## config.mk

```make
export PLATFORM = sky130hd
export DESIGN_NAME = uart_cmd_parser
export DESIGN_NICKNAME = d
export VERILOG_FILES = /design/src/rtl/uart_cmd_parser.sv
export SDC_FILE = /design/constraint.sdc
export NUM_CORES = 1
export LEC_CHECK = 0
export BUFFER_PORTS_ARGS = -buffer_cell sky130_fd_sc_hd__buf_2
export CAP_MARGIN = 0
export CORE_MARGIN = 3
export CORE_UTILIZATION = 55
export CTS_CLUSTER_DIAMETER = 120
export DETAILED_ROUTE_END_ITERATION = 10
export PLACE_DENSITY = 0.76
export SETUP_SLACK_MARGIN = 0.02
export SKIP_LAST_GASP = 1
export SLEW_MARGIN = 20
export SYNTH_ARGS = -nofsm -noshare
export SYNTH_HDL_FRONTEND = slang
export SYNTH_SLANG_ARGS = --single-unit
```

## constraint.sdc

```tcl
create_clock -name clk -period 2.88 [get_ports clk]
set_input_delay 0 -clock clk [delete_from_list [all_inputs] [get_ports clk]]
set_output_delay 0 -clock clk [all_outputs]
set_load 0.005 [all_outputs]
```

## src/rtl/uart_cmd_parser.sv

```systemverilog
// UART command-frame parser: decodes write (header, address, payload) and read
// (header, address) frames from a byte stream and drives the write FIFO and trigger pulses.
module uart_cmd_parser #(
  parameter logic [7:0] WR_CMD      = 8'h55,
  parameter logic [7:0] RD_CMD      = 8'hAA,
  parameter int         ADDR_BYTES  = 2,
  parameter int         WR_BYTES    = 4,
  parameter int         TIMEOUT_CYC = 50000
) (
  input  logic                    clk,
  input  logic                    rst,
  input  logic                    uart_flag,
  input  logic [7:0]              uart_data,
  output logic                    wr_trig,
  output logic                    rd_trig,
  output logic [8*ADDR_BYTES-1:0] cmd_addr,
  output logic                    wfifo_wr_en,
  output logic [7:0]              wfifo_data,
  output logic                    busy,
  output logic                    err_flag
);

  // state | meaning
  // IDLE  | waiting for a header byte
  // ADDR  | collecting address bytes, MSB first
  // DATA  | collecting payload bytes of a write frame

  localparam int AW        = 8 * ADDR_BYTES;
  localparam int MAX_BYTES = (ADDR_BYTES > WR_BYTES) ? ADDR_BYTES : WR_BYTES;
  localparam int CNT_W     = $clog2(MAX_BYTES) + 1;
  localparam int TMO_W     = (TIMEOUT_CYC > 2) ? $clog2(TIMEOUT_CYC) : 1;

  localparam logic [CNT_W-1:0] ADDR_LAST = CNT_W'(ADDR_BYTES - 1);
  localparam logic [CNT_W-1:0] DATA_LAST = CNT_W'(WR_BYTES - 1);
  localparam logic [TMO_W-1:0] TMO_LOAD  = TMO_W'(TIMEOUT_CYC - 2);

  typedef enum logic [1:0] {
    IDLE,
    ADDR,
    DATA
  } state_t;

  typedef enum logic {
    MODE_WR,
    MODE_RD
  } mode_t;

  state_t            state_q, state_d;
  mode_t             mode_q, mode_d;
  logic [CNT_W-1:0]  byte_cnt_q, byte_cnt_d;
  logic [TMO_W-1:0]  tmo_cnt_q, tmo_cnt_d;
  logic [AW-1:0]     addr_q, addr_d;
  logic [AW-1:0]     addr_shift;
  logic              wr_pend_q, wr_pend_d;
  logic              last_push;

  logic              wr_trig_d;
  logic              rd_trig_d;
  logic [AW-1:0]     cmd_addr_d;
  logic              wfifo_wr_en_d;
  logic [7:0]        wfifo_data_d;
  logic              busy_d;
  logic              err_flag_d;

  assign addr_shift = (addr_q << 8) | AW'(uart_data);

  always_ff @(posedge clk or posedge rst) begin
    if (rst) begin
      state_q     <= IDLE;
      mode_q      <= MODE_WR;
      byte_cnt_q  <= '0;
      tmo_cnt_q   <= '0;
      addr_q      <= '0;
      wr_pend_q   <= 1'b0;
      wr_trig     <= 1'b0;
      rd_trig     <= 1'b0;
      cmd_addr    <= '0;
      wfifo_wr_en <= 1'b0;
      wfifo_data  <= '0;
      busy        <= 1'b0;
      err_flag    <= 1'b0;
    end else begin
      state_q     <= state_d;
      mode_q      <= mode_d;
      byte_cnt_q  <= byte_cnt_d;
      tmo_cnt_q   <= tmo_cnt_d;
      addr_q      <= addr_d;
      wr_pend_q   <= wr_pend_d;
      wr_trig     <= wr_trig_d;
      rd_trig     <= rd_trig_d;
      cmd_addr    <= cmd_addr_d;
      wfifo_wr_en <= wfifo_wr_en_d;
      wfifo_data  <= wfifo_data_d;
      busy        <= busy_d;
      err_flag    <= err_flag_d;
    end
  end

  // wr_pend delays the write trigger one cycle so it lands after the last FIFO push;
  // tmo_cnt reloads on every accepted byte and expires at zero when no byte arrives.
  always_comb begin
    state_d       = state_q;
    mode_d        = mode_q;
    byte_cnt_d    = byte_cnt_q;
    tmo_cnt_d     = tmo_cnt_q;
    addr_d        = addr_q;
    wr_pend_d     = 1'b0;
    last_push     = 1'b0;
    wr_trig_d     = wr_pend_q;
    rd_trig_d     = 1'b0;
    cmd_addr_d    = wr_pend_q ? addr_q : cmd_addr;
    wfifo_wr_en_d = 1'b0;
    wfifo_data_d  = wfifo_data;
    err_flag_d    = 1'b0;

    unique case (state_q)
      IDLE: begin
        if (uart_flag) begin
          if (uart_data == WR_CMD) begin
            mode_d    = MODE_WR;
            state_d   = ADDR;
            tmo_cnt_d = TMO_LOAD;
          end else if (uart_data == RD_CMD) begin
            mode_d    = MODE_RD;
            state_d   = ADDR;
            tmo_cnt_d = TMO_LOAD;
          end else begin
            err_flag_d = 1'b1;
          end
        end
      end

      ADDR: begin
        if (uart_flag) begin
          addr_d    = addr_shift;
          tmo_cnt_d = TMO_LOAD;
          if (byte_cnt_q == ADDR_LAST) begin
            if (mode_q == MODE_RD) begin
              cmd_addr_d = addr_shift;
              rd_trig_d  = 1'b1;
              state_d    = IDLE;
            end else begin
              state_d = DATA;
            end
          end else begin
            byte_cnt_d = byte_cnt_q + 1'b1;
          end
        end else if (tmo_cnt_q == '0) begin
          err_flag_d = 1'b1;
          state_d    = IDLE;
        end else begin
          tmo_cnt_d = tmo_cnt_q - 1'b1;
        end
      end

      DATA: begin
        if (uart_flag) begin
          wfifo_wr_en_d = 1'b1;
          wfifo_data_d  = uart_data;
          tmo_cnt_d     = TMO_LOAD;
          if (byte_cnt_q == DATA_LAST) begin
            wr_pend_d = 1'b1;
            last_push = 1'b1;
            state_d   = IDLE;
          end else begin
            byte_cnt_d = byte_cnt_q + 1'b1;
          end
        end else if (tmo_cnt_q == '0) begin
          err_flag_d = 1'b1;
          state_d    = IDLE;
        end else begin
          tmo_cnt_d = tmo_cnt_q - 1'b1;
        end
      end

      default: state_d = IDLE;
    endcase

    if (state_d != state_q) byte_cnt_d = '0;

    // a finished write frame stays busy until its trigger cycle
    busy_d = (state_d != IDLE) || last_push;
  end

endmodule

```

==> flow_metrics.tcl, run 1 <==
set metrics [dict create \
    peakVddDrop_mv 0.449 \
    final_util_pct 68.6 \
    cts_tree "done" \
    dp_hpwl_microns 4910 \
    power_w 0.00315 \
    min_to "err_flag" \
    wl_per_cell_microns 16.6 \
    hold_depth 5 \
    drt-vias-per-instance 5.75 \
    synth_top_flop_cell "dfrtp_1" \
    p_sw_share_pct 32.7 \
    p_sw_w 0.00103 \
    p_int_w 0.00212 \
    grt_pass1_vias 2506 \
    reg2reg_from "state_q[0]" \
    synthArstFlopShare_pct 100 \
    n_antenna_cell 0 \
    die_y_microns 84.1 \
    crit_family "simple AND/OR/NAND/NOR gates" \
    p_per_area_mw_per_mm2 806 \
    antenna_found_initial 0 \
    ys_seq_area_share_pct 50.7 \
    cts_root_buf "clkbuf_8" \
    cts.clk_slew.worst_paths_ns 0.08 \
    ant_nets 0 \
    ioPinCount 40 \
    syn_area_per_cell_sq_um 10.9 \
    clock_latency_ns 0.34 \
    ys_seq_elements 68 \
    end_kind "register" \
    rsz0062_at_grt "no" \
    slew-limit-headroom_pct 38.1 \
    synth_area_sq_mm 0.00336 \
    fp-row-count 27 \
    htreeDepth 3 \
    hold_class "in -> reg" \
    dr.first_iter.drc_count 254 \
    reg2reg_depth 6 \
    die_x_microns 84.1 \
    placed_cell_area_sq_mm 0.00363 \
    crit_fanout 10 \
    clock_sinks 68 \
    coreArea_sq_mm 0.00571 \
    tns_ns 0 \
    ff2ff_setup_slack_ns 0.49 \
    min-delay-start "uart_flag" \
    synth_edf_count 0 \
    die-area_sq_mm 0.00707 \
    fin_area_sq_mm 0.00392 \
    final_cell_mix "dfrtp_1, buf_2, nand2_1" \
    initial_core_util_pct 58.8 \
    syn_nets 327 \
    grt_usage_pct 21.7 \
    p_leak_nw 1.70 \
    finalMaxSlewViolations 0 \
    grt_max_degree 48 \
    synth_warnings 0 \
    power_frac_clock_pct 24.4 \
    routed_wirelength_microns 7240 \
    status "finished clean" \
    arrival_ns 2.61 \
    post-route-period-util_pct 82.9 \
    cts-resized-gates 0 \
    grt_overflow 0 \
    final_common_cell "dfrtp_1" \
    cp.required_ns 3.11 \
    drc_errors 0 \
    hold_viol 0 \
    finClkSkew_ns 0.00825 \
    crit_path_start_kind "register" \
    num_vias 2509 \
    detail_route.first_pass.iterations 4 \
    area_growth_pct 16.7 \
    grt_pass1_wl_microns 12300 \
    synthCells 308 \
    cts_max_path_buffers 2 \
    max_stage_delay_ns 0.65 \
    worst_pin_slew_ns 0.929 \
    drive_gt1_share_pct 27.5 \
    cts-buffers-inserted 9 \
    cp_cell_sequence "inv_1 > ha_1 > nand2b_1 > or4_1 > or2_0 > a22o_1" \
    port_buffers 39 \
    path_class "reg -> reg" \
    pwr-share-comb_pct 29.5 \
    gp_congestion 0.819 \
    reg2reg_to "tmo_cnt_q[14]" \
    max_clock_freq_mhz 419 \
    max_cap_violations 0 \
    fin_crit_ns 2.39 \
    crit_buf_inv 1 \
    nets 378 \
    p_seq_share_pct 46.2 \
    synth.distinct_cells 54 \
    slowest_stage "or4_1" \
    setup_viol 0 \
]
==> area by class of cell <==
class | count | area (sq um)
fill | 435 | 1790
sequential | 68 | 1700
multi-input combinational | 212 | 1560
timing repair buffer | 53 | 323
clock buffer | 9 | 124
tap | 72 | 90.1
clock inverter | 7 | 66.3
inverter | 15 | 56.3
==> cell families after synthesis <==
kind of cell | after synthesis | synth area share, %
adders and majority gates | 8 | 2.98
xor gates and xnor gates | 1 | 0.261
and+or+nand+nor | 95 | 15.7
muxes | 44 | 14.2
DFF | 68 | 50.7
AOI/OAI and AO/OA | 64 | 12.9
buffers and inverters | 28 | 3.21
==> worst register-to-register path: stages (launching register included) <==
cell	delay, ns
dfrtp_1	0.44
inv_1	0.11
ha_1	0.31
nand2b_1	0.26
or4_1	0.65
or2_0	0.28
a22o_1	0.23
==> metal layers <==
| layer | vias to the layer above | track usage [%] | wire, microns |
|---|---|---|---|
| li1 | 1211 | - | - |
| met1 | 1217 | 30.7 | 3450 |
| met2 | 65 | 32.3 | 3270 |
| met3 | 16 | 4.64 | 361 |
| met4 | 0 | 9.65 | 154 |
| met5 | - | 0 | 0 |
==> power by group through the flow <==
stage,combinational [W],sequential (W),clock (W)
finish,0.000930,0.00146,0.000769
global route,0.00103,0.00150,0.000828
CTS,0.000934,0.00146,0.000781
global placement,0.000885,0.00146,0
detailed placement,0.000923,0.00147,0
floorplan,0.000582,0.00145,0
==> registers in the layout (all words and copies together) (netlist names) <==
| signal | flops |
|---|---|
| busy | 1 |
| wr_pend_q | 1 |
| err_flag | 1 |
| rd_trig | 1 |
| tmo_cnt_q | 16 |
| wfifo_data | 8 |
| state_q | 2 |
| cmd_addr | 16 |
| addr_q | 16 |
| wr_trig | 1 |
| byte_cnt_q | 3 |
| wfifo_wr_en | 1 |
| mode_q | 1 |
==> Yosys cell counts (2+ instances only) <==
cell / n / share of area, %
dfrtp_1: 68 / 51
nand2_1: 35 / 3.9
mux2_2: 26 / 8.7
o21ai_0: 21 / 3.1
mux2i_1: 17 / 5.1
nor2_1: 16 / 1.8
inv_1: 15 / 1.7
clkbuf_1: 10 / 1.1
a21oi_1: 9 / 1.3
ha_1: 8 / 3.0
nor3_1: 8 / 1.2
a31oi_1: 7 / 1.3
nand3_1: 4 / 0.60
nand4bb_1: 4 / 1.3
nor2b_1: 4 / 0.75
a22o_1: 3 / 0.78
nand2b_1: 3 / 0.56
nor4_1: 3 / 0.56
o21ai_1: 3 / 0.45
a211o_1: 2 / 0.52
a211oi_1: 2 / 0.45
nor3_2: 2 / 0.60
o2111ai_1: 2 / 0.52
o221ai_1: 2 / 0.52
o22a_1: 2 / 0.52
o31ai_1: 2 / 0.45
or3_1: 2 / 0.37
or4_1: 2 / 0.45
==> worst max path at each step <==
stage | from | endpoint | cells after the start
after floorplan | tmo_cnt_q[0] | tmo_cnt_q[14] | 8
after global placement | state_q[0] | tmo_cnt_q[2] | 6
after detailed placement | state_q[0] | tmo_cnt_q[5] | 6
after CTS | state_q[0] | tmo_cnt_q[5] | 6
after global routing | state_q[0] | tmo_cnt_q[14] | 6
final | state_q[0] | tmo_cnt_q[14] | 6
==> stage by stage <==
stage / worst slack, ns / hold slack [ns] / instances
after floorplan: 0.768 / 0.117 / 308
after global placement: 0.594 / 0.0279 / 411
after global routing: 0.365 / 0.222 / 436
final: 0.493 / 0.190 / 436
after CTS: 0.469 / 0.166 / 436
after detailed placement: 0.473 / 0.0323 / 411
==> what timing repair did <==
item                                   in CTS  in global routing
buffers inserted                            0                  0
hold buffers                                9                  0
endpoints found under the hold margin      45                  0
Power figures use the tool's default switching activity.
==> inputs of run 2 (changes only) <==
--- a/config.mk
+++ b/config.mk
@@ -8,10 +8,10 @@
 export BUFFER_PORTS_ARGS = -buffer_cell sky130_fd_sc_hd__buf_2
 export CAP_MARGIN = 0
 export CORE_MARGIN = 3
-export CORE_UTILIZATION = 55
+export CORE_UTILIZATION = 52
 export CTS_CLUSTER_DIAMETER = 120
 export DETAILED_ROUTE_END_ITERATION = 10
-export PLACE_DENSITY = 0.76
+export PLACE_DENSITY = 0.75
 export SETUP_SLACK_MARGIN = 0.02
 export SKIP_LAST_GASP = 1
 export SLEW_MARGIN = 20
==> constraint.sdc (replaced) <==
create_clock -name clk -period 2 [get_ports clk]
set_input_delay 0 -clock clk [delete_from_list [all_inputs] [get_ports clk]]
set_output_delay 0 -clock clk [all_outputs]
set_load 0.005 [all_outputs]
==> run 2 against run 1 <==
Total power up 56%. Clock power up 60%. Global-route usage up 0.099 points. Via count up 7.9%. Setup slack worse by 0.49 ns. Final cell count up 8.5%. Combinational power up 71%. Critical path depth up 1. Core utilization up 2.6 points. Maximum frequency up 20%. Sequential share of layout area down 4.1 points. Highest routed layer unchanged.
==> flow_metrics.tcl, run 2 (synthesized netlist as in run 1, its figures left out) <==
set metrics [dict create \
    final_common_cell "dfrtp_1" \
    n_antenna_cell 0 \
    cts.clk_slew.worst_paths_ns 0.07 \
    setup_ws_ns 0.00795 \
    drt-vias-per-instance 5.72 \
    clock_sinks 68 \
    fillCellCount 453 \
    p_leak_nw 1.94 \
    dp_hpwl_microns 5000 \
    die_x_microns 86.3 \
    rsz0062_at_grt "yes" \
    worst_pin_slew_ns 0.587 \
    final_cell_mix "dfrtp_1, buf_2, nand2_1, buf_4, mux2_2" \
    finalNonFillerCells 473 \
    die-area_sq_mm 0.00745 \
    clock_latency_ns 0.34 \
    grt_max_degree 43 \
    critPathLaunch "tmo_cnt_q[1]" \
    ant_nets 0 \
    wl_per_cell_microns 16.3 \
    cts_max_path_buffers 2 \
    dr.first_iter.drc_count 189 \
    coreArea_sq_mm 0.00610 \
    nets 412 \
    placedCellCount 436 \
    setup_viol 0 \
    post-route-period-util_pct 99.6 \
    hold_viol 0 \
    max_stage_delay_ns 0.49 \
    cts_tree "done" \
    max_cap_violations 0 \
    die_y_microns 86.3 \
    fp-row-count 28 \
    grt_pass1_wl_microns 12700 \
    tns_ns 0 \
    finClkSkew_ns 0.00946 \
    area_growth_pct 29.3 \
    grt_overflow 0 \
    ioPinCount 40 \
    initial_core_util_pct 55.0 \
    cts-buffers-inserted 9 \
    power_w 0.00491 \
    peakVddDrop_mv 0.880 \
    fin_crit_ns 1.99 \
    arrival_ns 2.22 \
    cp.required_ns 2.23 \
    finalMaxSlewViolations 0 \
    crit_fanout 5 \
    p_per_area_mw_per_mm2 1130 \
    min-delay-start "uart_flag" \
    end_kind "register" \
    routed_wirelength_microns 7720 \
    detail_route.first_pass.iterations 4 \
    num_vias 2706 \
    drive_gt1_share_pct 37.7 \
    port_buffers 39 \
    reg2reg_from "tmo_cnt_q[1]" \
    hold_class "in -> reg" \
    reg2reg_depth 7 \
    cts_root_buf "clkbuf_8" \
    grt_usage_pct 21.8 \
    placed_cell_area_sq_mm 0.00384 \
    pre_cts_slack_ns 0.0188 \
    hold_depth 5 \
    fin_area_sq_mm 0.00434 \
    cp_cell_sequence "inv_1 > ha_2 > nor4b_4 > and4_4 > or4_4 > or2_0 > a22o_1" \
    gp_congestion 0.911 \
    antenna_found_initial 0 \
    grt_pass1_vias 2651 \
    htreeDepth 3 \
    status "finished clean" \
    path_class "reg -> reg" \
    drc_errors 0 \
    crit_path_start_kind "register" \
    slew-limit-headroom_pct 60.8 \
    top_regs "addr_q x16, cmd_addr x16, tmo_cnt_q x16" \
    slowest_stage "or4_4" \
    max_clock_freq_mhz 502 \
]
run 2: cell types whose count changed in the layout (fill, tap and decap cells not counted), sizes merged:
cell      change
inv           -1
buf          +34
clkbuf        +2
bufinv        +1
clkinvlp      -1
clkinv        -1
run 2: critical path, delay by kind of cell (launching register included):
| kind | cells | cell delay, ns |
|---|---|---|
| flops | 1 | 0.38 |
| compound gates | 1 | 0.21 |
| buf+inv | 1 | 0.06 |
| simple gates | 4 | 1.04 |
| fa+ha+maj | 1 | 0.20 |
run 2: through the flow:
| step | util, % | hold WS (ns) |
|---|---|---|
| after floorplan | - | 0.117 |
| after global placement | 63.0 | 0.0945 |
| after detailed placement | 63.0 | 0.105 |
| after CTS | 68.5 | 0.175 |
| after global routing | 71.2 | 0.234 |
| final | 71.2 | 0.200 |
run 2: cell type report:
cell class	count	area [sq um]	area share [%]
sequential	68	1710	39.3
multi-input combinational	212	1650	38.0
timing repair buffer	87	619	14.3
clock buffer	11	141	3.26
tap	75	93.8	2.16
clock inverter	5	75.1	1.73
inverter	15	56.3	1.30
run 2: per-layer routing:
metal | part of all wire (%) | wire length (microns) | track usage [%] | vias to the layer above
met5 | 0 | 0 | 0 | -
met4 | 1.4 | 108 | 8.78 | 0
met3 | 4.4 | 341 | 4.94 | 9
met2 | 51 | 3960 | 35.4 | 69
met1 | 43 | 3320 | 28.4 | 1340
li1 | - | - | - | 1288
run 2: worst paths after layout:
check | to | slack, ns
min | err_flag | 0.20
max in group asynchronous | state_q[1] | 1.10
min in group asynchronous | cmd_addr[0] | 0.26
max | tmo_cnt_q[14] | 0.008
max reg2reg | tmo_cnt_q[14] | 0.008
min reg2reg | wfifo_data[7] | 0.51
run 2: timing repair:
item                                    CTS  global route
endpoints found under the setup margin    6            18
hold buffers                              9             0
buffers inserted                          2            10
resized for setup                         3            20
endpoints found under the hold margin    50             0
pin swaps                                 2             7
run 2: power breakdown:
group | total (W) | switching (W) | leakage [nW] | internal, W
Clock | 0.00123 | 0.000499 | 0.113 | 0.000730
Sequential | 0.00208 | 0.000266 | 0.796 | 0.00182
Combinational | 0.00159 | 0.000734 | 1.03 | 0.000861
